==> config.mk <==
export PLATFORM = sky130hd
export DESIGN_NAME = uart_mmio_bridge
export DESIGN_NICKNAME = d
export VERILOG_FILES = /design/src/rtl/uart_mmio_bridge.sv
export SDC_FILE = /design/constraint.sdc
export NUM_CORES = 1
export LEC_CHECK = 0
export ABC_AREA = 1
export BUFFER_PORTS_ARGS = -buffer_cell sky130_fd_sc_hd__buf_2
export CORE_ASPECT_RATIO = 0.6
export CORE_UTILIZATION = 50
export CTS_BUF_LIST = sky130_fd_sc_hd__clkbuf_8
export DETAILED_ROUTE_END_ITERATION = 16
export HOLD_SLACK_MARGIN = 0.08
export PLACE_DENSITY = 0.81
export SYNTH_ARGS = -nofsm -noshare
export SYNTH_HDL_FRONTEND = slang
export SYNTH_SLANG_ARGS = --single-unit
==> constraint.sdc <==
create_clock -name clk -period 5.85 [get_ports clk]
set_clock_uncertainty 0.05 [all_clocks]
set_input_delay 0.2925 -clock clk [delete_from_list [all_inputs] [get_ports clk]]
set_output_delay 0.2925 -clock clk [all_outputs]
set_load 0.01 [all_outputs]
==> src/rtl/uart_mmio_bridge.sv <==
// uart_mmio_fifo: circular byte buffer with extra-MSB pointers and a combinational head.
// Latency: a pushed entry is visible at the head on the cycle after the push.
// Backpressure: none internally; the caller pushes when full only alongside a pop.
module uart_mmio_fifo #(
    parameter int DEPTH = 8,
    parameter int W     = 8
) (
    input  logic         clk,
    input  logic         reset,
    input  logic         push,
    input  logic [W-1:0] push_dat,
    input  logic         pop,
    output logic [W-1:0] head_dat,
    output logic         empty,
    output logic         full
);
    localparam int PW = $clog2(DEPTH);

    logic [W-1:0] mem [DEPTH];
    logic [PW:0]  wr_ptr;
    logic [PW:0]  rd_ptr;

    assign empty    = (wr_ptr == rd_ptr);
    assign full     = (wr_ptr[PW] != rd_ptr[PW]) && (wr_ptr[PW-1:0] == rd_ptr[PW-1:0]);
    assign head_dat = mem[rd_ptr[PW-1:0]];

    always_ff @(posedge clk or negedge reset) begin
        if (!reset) begin
            wr_ptr <= '0;
            rd_ptr <= '0;
        end else begin
            if (push) wr_ptr <= wr_ptr + {{PW{1'b0}}, 1'b1};
            if (pop)  rd_ptr <= rd_ptr + {{PW{1'b0}}, 1'b1};
        end
    end

    // Storage is not reset: reset empties the FIFO through the pointers alone.
    always_ff @(posedge clk) begin
        if (push) mem[wr_ptr[PW-1:0]] <= push_dat;
    end
endmodule

// uart_mmio_bridge: CPU MMIO window onto UART TX/RX FIFOs; UART_MMIO_COUNTERS_EN adds byte counters.
// Latency: loads return on rdata one cycle after rd_en; TX bytes appear the cycle after the store.
// Backpressure: TX stores to a full FIFO are dropped; RX bytes to a full FIFO are dropped and set overrun.
module uart_mmio_bridge #(
    parameter int                ADDR_W     = 32,
    parameter logic [ADDR_W-1:0] BASE_ADDR  = 32'h8000_0000,
    parameter int                FIFO_DEPTH = 8
) (
    input  logic              clk,
    input  logic              reset,
    input  logic [ADDR_W-1:0] addr,
    input  logic              rd_en,
    input  logic              wr_en,
    input  logic [31:0]       wdata,
    output logic [31:0]       rdata,
    output logic [7:0]        uart_tx_data,
    output logic              uart_tx_valid,
    input  logic              uart_tx_ready,
    input  logic [7:0]        uart_rx_data,
    input  logic              uart_rx_valid,
    output logic              uart_rx_ready
);
    logic       hit;
    logic [7:0] off;
    logic       rx_rd;
    logic       tx_wr;
    logic       status_wr;

    assign hit       = (addr[ADDR_W-1:8] == BASE_ADDR[ADDR_W-1:8]);
    assign off       = addr[7:0];
    assign rx_rd     = rd_en && hit && (off == 8'h04);
    assign tx_wr     = wr_en && hit && (off == 8'h08);
    assign status_wr = wr_en && hit && (off == 8'h00);

    logic unused_wdata;
    assign unused_wdata = ^wdata[31:8];

    logic       tx_empty;
    logic       tx_full;
    logic       tx_push;
    logic       tx_pop;
    logic [7:0] tx_head_dat;

    assign tx_pop  = !tx_empty && uart_tx_ready;
    // A full FIFO still takes a store when the UART drains a byte on the same edge.
    assign tx_push = tx_wr && (!tx_full || tx_pop);

    uart_mmio_fifo #(.DEPTH(FIFO_DEPTH), .W(8)) u_tx_fifo (
        .clk      (clk),
        .reset    (reset),
        .push     (tx_push),
        .push_dat (wdata[7:0]),
        .pop      (tx_pop),
        .head_dat (tx_head_dat),
        .empty    (tx_empty),
        .full     (tx_full)
    );

    assign uart_tx_valid = !tx_empty;
    assign uart_tx_data  = tx_empty ? 8'h00 : tx_head_dat;

    logic       rx_rdy_q;
    logic       rx_hs;
    logic       rx_empty;
    logic       rx_full;
    logic       rx_push;
    logic       rx_pop;
    logic       ovr_set;
    logic       overrun;
    logic [7:0] rx_head_dat;

    assign uart_rx_ready = rx_rdy_q;
    assign rx_hs   = uart_rx_valid && rx_rdy_q;
    assign rx_pop  = rx_rd && !rx_empty;
    assign rx_push = rx_hs && (!rx_full || rx_pop);
    assign ovr_set = rx_hs && rx_full && !rx_pop;

    uart_mmio_fifo #(.DEPTH(FIFO_DEPTH), .W(8)) u_rx_fifo (
        .clk      (clk),
        .reset    (reset),
        .push     (rx_push),
        .push_dat (uart_rx_data),
        .pop      (rx_pop),
        .head_dat (rx_head_dat),
        .empty    (rx_empty),
        .full     (rx_full)
    );

`ifdef UART_MMIO_COUNTERS_EN
    logic [31:0] tx_cnt;
    logic [31:0] rx_cnt;
    logic        cnt_clr;

    assign cnt_clr = wr_en && hit && (off == 8'h18);

    // Clear beats a coincident increment; rx_cnt counts dropped overrun bytes too.
    always_ff @(posedge clk or negedge reset) begin
        if (!reset) begin
            tx_cnt <= '0;
            rx_cnt <= '0;
        end else if (cnt_clr) begin
            tx_cnt <= '0;
            rx_cnt <= '0;
        end else begin
            if (tx_pop) tx_cnt <= tx_cnt + 32'd1;
            if (rx_hs)  rx_cnt <= rx_cnt + 32'd1;
        end
    end
`endif

    logic [31:0] rd_dat;

    always_comb begin
        rd_dat = '0;
        if (hit) begin
            case (off)
                8'h00:   rd_dat = {29'd0, overrun, !rx_empty, !tx_full};
                8'h04:   rd_dat = {24'd0, (rx_empty ? 8'h00 : rx_head_dat)};
`ifdef UART_MMIO_COUNTERS_EN
                8'h10:   rd_dat = tx_cnt;
                8'h14:   rd_dat = rx_cnt;
`endif
                default: rd_dat = '0;
            endcase
        end
    end

    always_ff @(posedge clk or negedge reset) begin
        if (!reset) begin
            rdata    <= '0;
            overrun  <= 1'b0;
            rx_rdy_q <= 1'b0;
        end else begin
            rx_rdy_q <= 1'b1;
            if (rd_en) rdata <= rd_dat;
            if (ovr_set)
                overrun <= 1'b1;
            else if (status_wr && wdata[2])
                overrun <= 1'b0;
        end
    end
endmodule

Word level (Yosys, flattened, before mapping):

Memory sizes are Yosys's and may differ from the RTL's.
Index checks and enable logic that the tools add are counted.

* register bits after elaboration: 50
* RAM bits: 128
* input port bits: 78
* output and inout bits: 42
* word-level logic and storage cells: 56
* memories kept: 2

* add/subtract/negate cells: 4
* eq/ne operators: 9
* mux-type cells: 10
* reductions and logical operators: 24

Memories
* u_rx_fifo.mem: words 8, bits a word 8, rd ports 1, clocked after memory_dff 0, write ports 1, RTL line 19 `logic [W-1:0] mem [DEPTH];`
* u_tx_fifo.mem: words 8, bits a word 8, rd ports 1, clocked after memory_dff 0, write ports 1, RTL line 19

Operators with widths (count)
* 2-to-1 mux 32 bit: 1
* equality test 24 bit, second input constant: 1
* adder 4 x 1 -> 4 bit, second input constant: 4
* 2-to-1 mux 8 bit: 2
* one-hot mux 8 bit (2 select lines): 1
* logical AND 1 bit: 15
* equality test 4 bit: 2
* equality test 8 x 3 -> 1 bit, second input constant: 1
* equality test 8 x 4 -> 1 bit, second input constant: 1
* zero test 8 bit: 1
* equality test 3 bit: 2
* 2-to-1 mux 1 bit: 6
* zero test 1 bit: 5
* logical OR 1 bit: 2
* inequality test 1 bit: 2
* nonzero test 2 bit: 1

Logic depth before layout (Yosys ltp):

Gate-level depths: netlist (run 1).

* word-level depth: 8
* depth in mapped cells: 12

By module:

A second synthesis (run 1) with hierarchy kept.

* cell total of the unflattened synthesis: 802
* area, all modules: 7511.0 µm²

Modules (own cells, without submodules)
* uart_mmio_fifo: times used 2, cells each 330, area each 3290.7 µm², seq. area each 2122.0 µm²
* uart_mmio_bridge: times used 1, cells each 142, area each 929.6 µm², seq. area each 250.2 µm²

Worst setup path before layout (run 1):

Ideal clock, no wire load.

* path kind: input port to flip-flop
* start: in addr[1]
* end: mem u_tx_fifo.mem[0][0] (enable)
* setup time: 0.370 ns
* arrival time: 1.474 ns
* required time: 5.430 ns
* setup slack: 3.955 ns
* stages on the path: 6
* path buffers: 0
* cell sequence: or2_4 nor2_4 inv_1 nor3_4 nand4_1 nor2_1

* word-level cells in the longest chain between the ends: 5

Ends and longest elaborated chain
* start: declaration: RTL line 53 `input logic [ADDR_W-1:0] addr,`
* equality test 8 x 4 -> 1 bit: RTL line 74 `assign tx_wr = wr_en && hit && (off == 8'h08);`
* logical AND 1 bit: RTL line 74
* logical AND 1 bit: RTL line 88 `assign tx_push = tx_wr && (!tx_full || tx_pop);`
* 2-to-1 mux 1 bit: RTL line 39 `if (push) mem[wr_ptr[PW-1:0]] <= push_dat;`
* 2-to-1 mux 1 bit (implied by the code): RTL line 39
* end: declaration: RTL line 19

No other way between the ends.

Worst setup path after layout (run 1):

* start: reg u_tx_fifo.rd_ptr[0]
* end: out uart_tx_data[3]

* word-level cells in the longest chain between the ends: 2
* elaborated cells on any way between the ends: 3
* classes of those cells: eq/ne: 1; mux: 1; memory: 1

Ends and longest elaborated chain
* start: declaration: RTL line 21 `logic [PW:0] rd_ptr;`
* start signal: assignment: RTL line 33 `if (pop) rd_ptr <= rd_ptr + {{PW{1'b0}}, 1'b1};`
* memory read (8 x 8 bit) or equality test 4 bit (tied branches)
* 2-to-1 mux 8 bit (*): RTL line 102 `assign uart_tx_data = tx_empty ? 8'h00 : tx_head_dat;`
* end: declaration: RTL line 58 `output logic [7:0] uart_tx_data,`

Every way passes the cells marked *; elsewhere a longest branch is shown, timed or not.

==> run_results.csv, run 1 <==
group,metric,value,unit
power_and_ir_drop,leakage,3.022,nW
run,cap_violations,0,
cts,hold_buffers,18,
timing,fin_crit,3010,ps
detailed_routing,drc_errors,0,
power_and_ir_drop,seqPwrFrac,0.476,
synthesis,async_reset_ff_frac,0.1688,
synthesis,synth_top_area_frac,0.5566,
timing,rsz0062_at_grt,"no",
synthesis,synth.avg_cell_area,10.84,sq um
detailed_routing,via_count,4944,
setup_path,start_kind,"flip-flop",
global_route,grt_max_degree,37,
setup_path,path_class,"reg2out",
synthesis,ys_types,38,
timing,whs,94.97,ps
final_layout,antenna_cells,0,
timing,hold_violations,0,
min_path,min_path_type,"in2reg",
synthesis,synth_most_common_cell,"edfxtp_1",
synthesis,synthFlopType,"edfxtp_1",
synthesis,yosysTopAreaCell,"edfxtp_1",
synthesis,synth_edf_count,128,
power_and_ir_drop,p_sw,947.3,uW
place,dpl.hpwl,9943,um
cts,numClockSinks,154,
place,place.gp.congestion,0.8033,
final_layout,final_cells,902,
synthesis,synth_common_cells,"edfxtp_1 (128), nor2_1 (127), nand2_1 (95)",
floorplanning,die_h,93.03,um
power_and_ir_drop,p_sw_frac,0.3454,
detailed_routing,first_iter_violations,368,
timing,tightest_slew,1028,ps
cts,clk_latency,460,ps
status,status,"finished, final reports clean",
setup_path,crit_family,"buffers and inverters",
floorplanning,io-pin-count,120,
global_route,grt_use_total,0.2203,
global_route,grt_pass1_vias,4720,
power_and_ir_drop,clockPowerShare,0.299,
place,placed_cells,852,
detailed_routing,wire_per_inst,16.61,um
final_layout,n_fill_cell,1008,
cts,ctsResizeCount,0,
power_and_ir_drop,power_frac_comb,0.225,
detailed_routing,postRouteAntennaNets,0,
cts,clk_pin_slew_worst_paths,100,ps
power_and_ir_drop,intPower,1.795,mW
synthesis,ys_seq_elements,154,
final_layout,fin_nets,801,
global_route,grt_pass1_wl,23530,um
synthesis,synth_area,0.006905,sq mm
detailed_routing,finalWirelength,14980,um
timing,max_clock_freq,332.3,MHz
timing,slew_headroom,0.3140,
setup_path,cp-end-kind,"output pin",
setup_path,path_buf_inv,3,
timing,slew_violations,0,
floorplanning,rows,32,
final_layout,fin_area,0.007873,sq mm
final_layout,areaGrowthSynthToFinish,14.01,%
cts,cts_htree_levels,4,
cts,post_cts_buffers,0,
global_route,antenna_found_initial,0,
cts,ctsRootBufferMaster,"clkbuf_8",
setup_path,critPathMaxStageDelay,740,ps
synthesis,yosysWarnings,0,
timing,period_share,0.5145,
floorplanning,initial_core_util,0.5258,
global_route,overflow,0,
detailed_routing,viasPerCell,5.481,
cts,numCtsBuffers,17,
setup_path,critPathMostFrequentCell,"o21ai_0",
cts,cts_tree,"yes",
synthesis,synthCells,637,
setup_path,cp_cell_sequence,"buf_4 -> inv_1 -> o21ai_0 -> o22ai_1 -> o21ai_0 -> a31oi_1 -> buf_2",
setup_path,slowest_stage,"inv_1",
floorplanning,die-area,0.01430,sq mm
place,placed_area,0.007264,sq mm
place,place_ws,3185,ps
power_and_ir_drop,p_per_area,348.4,mW/mm^2
floorplanning,core_area,0.01313,sq mm
detailed_routing,firstDrtPassIters,5,
setup_path,worstPathMaxFanout,36,
timing,setup-violations-final,0,
synthesis,ys_seq_area_frac,0.6508,
timing,fin_tns_setup,0,ps
cts,clockBufferDepth,2,
floorplanning,die_w,153.7,um
setup_path,worstPathArrival,2670,ps
synthesis,synth_area_leaders,"edfxtp_1 (56%), dfrtp_1 (9.4%), nor2_1 (6.9%)",
timing,timing.final.ws_setup,2840,ps
final_layout,layout-drive-gt1-share,0.1790,
power_and_ir_drop,ir_drop,168.7,uV
place,io_buffers,71,
setup_path,required,5510,ps
## final timing paths
kind	startpoint	endpoint	slack, ps	depth (start not counted)
min in group asynchronous	reset	uart_rx_ready	310	2
min	uart_rx_valid	overrun	90	3
max	u_tx_fifo.rd_ptr[0]	uart_tx_data[3]	2840	7
min reg2reg	rdata[2]	rdata[2]	440	2
max in group asynchronous	reset	rdata[6]	5030	2
max reg2reg	u_tx_fifo.rd_ptr[1]	u_tx_fifo.mem[0][2]	3120	6
## power by group through the flow
stage,clock network [mW],registers [mW],logic [mW]
5_1_grt,0.860,1.31,0.688
3_3_place_gp,0,1.32,0.567
4_1_cts,0.824,1.30,0.612
6_report,0.821,1.30,0.617
2_1_floorplan,0,1.28,0.466
3_5_place_dp,0,1.33,0.599
## worst reg2reg max path, stage by stage, from the launching register on
cell and delay (ps):
dfrtp_1 850, xnor2_1 160, nand2_1 120, nor2_1 60
nand3b_1 130, nand4_1 210, nor2_1 790
## flip-flops by register name, summed over array words and instances (netlist names)
name and cells:
u_rx_fifo.rd_ptr 4, u_tx_fifo.mem 64, rdata 8, u_tx_fifo.rd_ptr 4, uart_rx_ready 1, overrun 1
u_tx_fifo.wr_ptr 4, u_rx_fifo.wr_ptr 4, u_rx_fifo.mem 64
## stage by stage
step	utilization	total power, mW
finish	0.5995	2.743
global route	0.5995	2.861
CTS	0.5995	2.740
detailed placement	0.5532	1.928
global placement	0.5532	1.891
floorplan	-	1.750
## cell families after synthesis
family,count (synthesis),share of synthesized area
AND/OR/NAND/NOR,274,0.1752
flip-flops,154,0.6508
AO/OA/AOI/OAI,109,0.08407
buffers and inverters,77,0.05997
XOR/XNOR,17,0.02156
adder cells (fa/ha/maj),4,0.007248
other,2,0.001088
## cells in the final DEF (no fill, tap or decap), drive strengths merged
cell type and n:
a21oi 1, a31oi 8, buf 74, clkbuf 17, clkinv 9, conb 25, dfrtp 26, dlygate4sd3 18
edfxtp 128, ha 4, inv 31, nand2 102, nand3 21, nand3b 1, nand4 3, nor2 139
nor3 3, nor3b 1, nor4 3, o211ai 1, o21ai 81, o22ai 18, or2 1, xnor2 10
xor2 7
## routing by layer
layer | global-route usage | up-vias | part of all wire
li1 | - | 2304 | -
met1 | 0.2987 | 2367 | 0.43
met2 | 0.3492 | 252 | 0.46
met3 | 0.04495 | 21 | 0.087
met4 | 0.09417 | 0 | 0.017
met5 | 0 | - | 0
## layout make-up
cell class / instances / area, sq um / area share
timing repair buffer: 92 / 558.0 / 0.07088
multi-input combinational: 429 / 2083 / 0.2646
clock inverter: 15 / 193.9 / 0.02463
clock buffer: 17 / 234.0 / 0.02972
tap: 170 / 212.7 / 0.02702
inverter: 25 / 96.34 / 0.01224
sequential: 154 / 4494 / 0.5709
No activity file was read; power rests on OpenSTA's default activity.
==> run 2, diff against run 1 <==
Clock period 5.85 ns to 2.9 ns, I/O delays scaled along.
==> run 2 against run 1 <==
Register-to-register slack worse by 2500 ps. Sequential share of layout area fell by 0.46 points. Design area is 0.81% higher. Power rose by 95%. Worst hold slack improved by 47 ps. Non-clock buffer count is 18 higher. Highest routed layer unchanged. Global-route usage up 0.99 points. Worst setup slack got worse by 2500 ps. Clock power increased by 75%. Critical path depth unchanged. Combinational power up 110%.
==> run_results.csv, run 2 (same netlist as run 1, synthesis figures left out) <==
group,metric,value,unit
cts,clk_latency,450,ps
min_path,hold_depth,6,
final_layout,fin_nets,819,
timing,rsz0062_at_grt,"no",
final_layout,antenna_cells,0,
floorplanning,rows,32,
floorplanning,io-pin-count,120,
power_and_ir_drop,ir_drop,381.4,uV
cts,cts_tree,"yes",
global_route,antenna_found_initial,0,
detailed_routing,first_iter_violations,409,
timing,period_share,0.8901,
timing,hold_violations,0,
place,place_ws,588.3,ps
cts,ctsRootBufferMaster,"clkbuf_8",
detailed_routing,finalWirelength,15480,um
final_layout,final_common_cell,"edfxtp_1",
run,cap_violations,0,
power_and_ir_drop,leakage,3.064,nW
min_path,min_path_type,"in2reg",
setup_path,required,2710,ps
global_route,grt_pass1_vias,4779,
timing,tightest_slew,880.5,ps
cts,cts_htree_levels,4,
setup_path,reg2reg_to,"u_rx_fifo.mem[3][6]",
final_layout,n_fill_cell,998,
detailed_routing,viasPerCell,5.432,
cts,clockBufferDepth,2,
setup_path,regToRegSetupSlack,640,ps
cts,post_cts_buffers,0,
setup_path,path_class,"reg2out",
setup_path,worstPathMaxFanout,12,
floorplanning,die_w,153.7,um
timing,max_clock_freq,387.4,MHz
setup_path,worstPathArrival,2390,ps
status,status,"finished, final reports clean",
place,io_buffers,71,
min_path,min_from,"addr[2]",
timing,fin_crit,2581,ps
timing,fin_tns_setup,0,ps
setup_path,cp-end-kind,"output pin",
detailed_routing,firstDrtPassIters,7,
timing,timing.final.ws_setup,318.8,ps
global_route,grt_pass1_wl,24140,um
global_route,grt_max_degree,34,
detailed_routing,wire_per_inst,16.85,um
place,place.gp.congestion,0.8371,
setup_path,reg2regPathDepth,8,
final_layout,areaGrowthSynthToFinish,14.93,%
min_path,holdPathEnd,"rdata[0]",
final_layout,final_cell_mix,"edfxtp_1 (128), nor2_1 (127), nand2_1 (95)",
cts,numClockSinks,154,
floorplanning,initial_core_util,0.5258,
setup_path,start_kind,"flip-flop",
place,dpl.hpwl,10490,um
detailed_routing,postRouteAntennaNets,0,
cts,numCtsBuffers,17,
timing,setup-violations-final,0,
timing,slew_headroom,0.4124,
power_and_ir_drop,p_per_area,673.9,mW/mm^2
detailed_routing,via_count,4992,
floorplanning,core_area,0.01313,sq mm
final_layout,layout-drive-gt1-share,0.1909,
global_route,overflow,0,
floorplanning,die-area,0.01430,sq mm
cts,clk_pin_slew_worst_paths,80,ps
detailed_routing,drc_errors,0,
setup_path,timing.rr.start,"u_rx_fifo.wr_ptr[1]",
timing,slew_violations,0,
floorplanning,die_h,93.03,um
global_route,grt_use_total,0.2303,
run 2: cell types whose count changed in the layout (fill, tap and decap cells not counted), sizes merged:
cell	delta
clkinv	-7
dlygate4sd3	+4
buf	+14
inv	+1
clkinvlp	+5
run 2: what timing repair did:
| action | CTS | global route |
|---|---|---|
| hold buffers | 22 | 0 |
| resized for setup | 0 | 0 |
| hold endpoints to repair | 162 | 0 |
run 2: critical path, stage by stage, from the launching register on:
cell and delay [ps]:
dfrtp_1 550, xnor2_1 200, nand2_1 110, nor2_1 60, nand2_1 410, o21ai_0 240
a31oi_1 220, buf_2 160
run 2: power by group:
part	switching (mW)	total, mW	internal (mW)
clock	0.836	1.44	0.604
sequential	0.116	2.62	2.50
combinational	0.825	1.29	0.463
run 2: how the worst max path moves through the flow:
stage	from	end	slack (ps)
2_1_floorplan	u_tx_fifo.rd_ptr[1]	u_tx_fifo.mem[0][0]	1040
3_3_place_gp	addr[15]	u_rx_fifo.mem[0][6]	690
3_5_place_dp	addr[25]	u_rx_fifo.mem[3][6]	590
4_1_cts	u_tx_fifo.rd_ptr[1]	uart_tx_data[3]	290
5_1_grt	u_tx_fifo.rd_ptr[1]	uart_tx_data[3]	90
6_report	u_tx_fifo.rd_ptr[1]	uart_tx_data[3]	320
run 2: layer usage:
| metal | wire length [um] | vias to the layer above | global-route usage |
|---|---|---|---|
| li1 | - | 2336 | - |
| met2 | 7107 | 261 | 0.3572 |
| met1 | 6735 | 2371 | 0.3121 |
| met4 | 305 | 0 | 0.1083 |
| met5 | 0 | - | 0 |
| met3 | 1332 | 24 | 0.05144 |
run 2: layout make-up:
class | instances | area (sq um) | share of cell area
Multi-Input combinational cell | 429 | 2083 | 0.2625
Sequential cell | 154 | 4494 | 0.5663
Timing Repair Buffer | 110 | 703.2 | 0.08860
Tap cell | 170 | 212.7 | 0.02680
Clock inverter | 14 | 112.6 | 0.01419
Inverter | 25 | 96.34 | 0.01214
Clock buffer | 17 | 234.0 | 0.02948
run 2: stage by stage:
step                hold slack [ps]    util  cell area [sq um]  power [mW]  cells
CTS                           115.8  0.6043               7936       5.337    919
finish                        142.4  0.6043               7936       5.348    919
floorplan                    -200.6       -               6992       3.531    660
global route                  153.4  0.6043               7936       5.607    919
global placement              135.8  0.5612               7370       3.843    866
detailed placement            146.0  0.5612               7370       3.911    866
==> run 3, diff against run 2 <==
Settings changed: MAX_ROUTING_LAYER set to met4.
==> run 3 against run 2 <==
Die area unchanged. Sequential share of layout area unchanged. Largest power group unchanged. Largest cell class unchanged. Sequential cell count unchanged. First-iteration DRC count increased by 9.8%. Core utilization unchanged. Combinational power about the same. Register-to-register slack about the same. Sequential power about the same. Cell count unchanged.
==> run_results.csv, run 3 (same netlist as run 1, synthesis figures left out) <==
group,metric,value,unit
global_route,antenna_found_initial,0,
timing,max_clock_freq,386.8,MHz
detailed_routing,postRouteAntennaNets,0,
setup_path,start_kind,"flip-flop",
final_layout,final_common_cell,"edfxtp_1",
min_path,min_path_type,"in2reg",
floorplanning,rows,32,
cts,numClockSinks,154,
detailed_routing,finalWirelength,15470,um
detailed_routing,first_iter_violations,449,
final_layout,fin_area,0.007936,sq mm
final_layout,final_core_util,0.6043,
power_and_ir_drop,p_total,5.347,mW
final_layout,antenna_cells,0,
power_and_ir_drop,leakage,3.064,nW
cts,hold_buffers,22,
timing,slew_violations,0,
timing,fin_crit,2586,ps
detailed_routing,wire_per_inst,16.84,um
floorplanning,core_area,0.01313,sq mm
floorplanning,initial_core_util,0.5258,
setup_path,critPathMostFrequentCell,"o21ai_0",
cts,clk_pin_slew_worst_paths,80,ps
global_route,grt_use_total,0.2369,
cts,clockBufferDepth,2,
place,io_buffers,71,
floorplanning,die_w,153.7,um
timing,hold_violations,0,
global_route,grt_max_degree,34,
timing,period_share,0.8916,
timing,rsz0062_at_grt,"no",
global_route,grt_pass1_wl,24110,um
run,cap_violations,0,
global_route,grt_pass1_vias,4788,
final_layout,final_cell_mix,"edfxtp_1 (128), nor2_1 (127), nand2_1 (95)",
global_route,overflow,0,
setup_path,worstPathMaxFanout,17,
status,status,"finished, final reports clean",
setup_path,worstPathArrival,2390,ps
cts,ctsResizeCount,0,
final_layout,fin_nets,819,
cts,numCtsBuffers,17,
power_and_ir_drop,ir_drop,381.1,uV
timing,slew_headroom,0.4276,
floorplanning,io-pin-count,120,
final_layout,layout-drive-gt1-share,0.1909,
setup_path,slowest_stage,"dfrtp_1",
floorplanning,die-area,0.01430,sq mm
cts,clk_latency,460,ps
place,dpl.hpwl,10490,um
cts,ctsRootBufferMaster,"clkbuf_8",
cts,cts_tree,"yes",
timing,fin_tns_setup,0,ps
timing,tightest_slew,857.6,ps
timing,setup-violations-final,0,
detailed_routing,firstDrtPassIters,5,
setup_path,required,2710,ps
timing,timing.final.ws_setup,314.4,ps
place,placed_area,0.007370,sq mm
setup_path,cp_cell_sequence,"inv_1 -> o21ai_0 -> o22ai_1 -> o21ai_0 -> a31oi_1 -> buf_2",
setup_path,path_class,"reg2out",
detailed_routing,via_count,5017,
setup_path,critPathMaxStageDelay,550,ps
cts,post_cts_buffers,0,
final_layout,areaGrowthSynthToFinish,14.93,%
place,place_ws,588.3,ps
floorplanning,die_h,93.03,um
detailed_routing,viasPerCell,5.459,
power_and_ir_drop,p_per_area,673.7,mW/mm^2
setup_path,cp-end-kind,"output pin",
place,place.gp.congestion,0.8499,
detailed_routing,drc_errors,0,
cts,cts_htree_levels,4,
## run 3: final timing paths
path / startpoint / end / slack, ps / cells past startpoint
hold reg to reg: rdata[0] / rdata[0] / 440 / 2
max in group asynchronous: reset / u_tx_fifo.rd_ptr[1] / 2180 / 2
min in group asynchronous: reset / uart_rx_ready / 180 / 2
setup reg to reg: u_rx_fifo.wr_ptr[1] / u_rx_fifo.mem[3][6] / 640 / 8
hold / removal: addr[0] / rdata[7] / 140 / 7
setup / recovery: u_tx_fifo.rd_ptr[1] / uart_tx_data[3] / 310 / 6
## run 3: through the flow
stage	std cells	hold WS [ps]
2_1_floorplan	660	-200.6
3_3_place_gp	866	135.8
3_5_place_dp	866	146.0
4_1_cts	919	115.8
5_1_grt	919	153.4
6_report	919	140.8
## run 3: cell type report
class                      instances  area (sq um)
timing repair buffer             110         703.2
multi-input combinational        429          2083
inverter                          25         96.34
clock inverter                    14         112.6
tap                              170         212.7
sequential                       154          4494
clock buffer                      17         234.0
fill                             998          5196
## run 3: power breakdown
| part | internal [mW] | switching [mW] |
|---|---|---|
| Sequential | 2.50 | 0.116 |
| Combinational | 0.463 | 0.824 |
| Clock | 0.603 | 0.835 |
## run 3: per-layer routing
| metal | track usage | part of all wire | vias up |
|---|---|---|---|
| met5 | - | 0 | - |
| met2 | 0.3561 | 0.46 | 257 |
| li1 | - | - | 2336 |
| met3 | 0.05097 | 0.075 | 38 |
| met1 | 0.3121 | 0.44 | 2386 |
| met4 | 0.1100 | 0.025 | 0 |
## run 3: critical path: cells and delay by family, from the launching register on
family                 cells  cell delay (ps)
DFF                        1              550
AOI/OAI and AO/OA          4              690
buffers and inverters      2              690
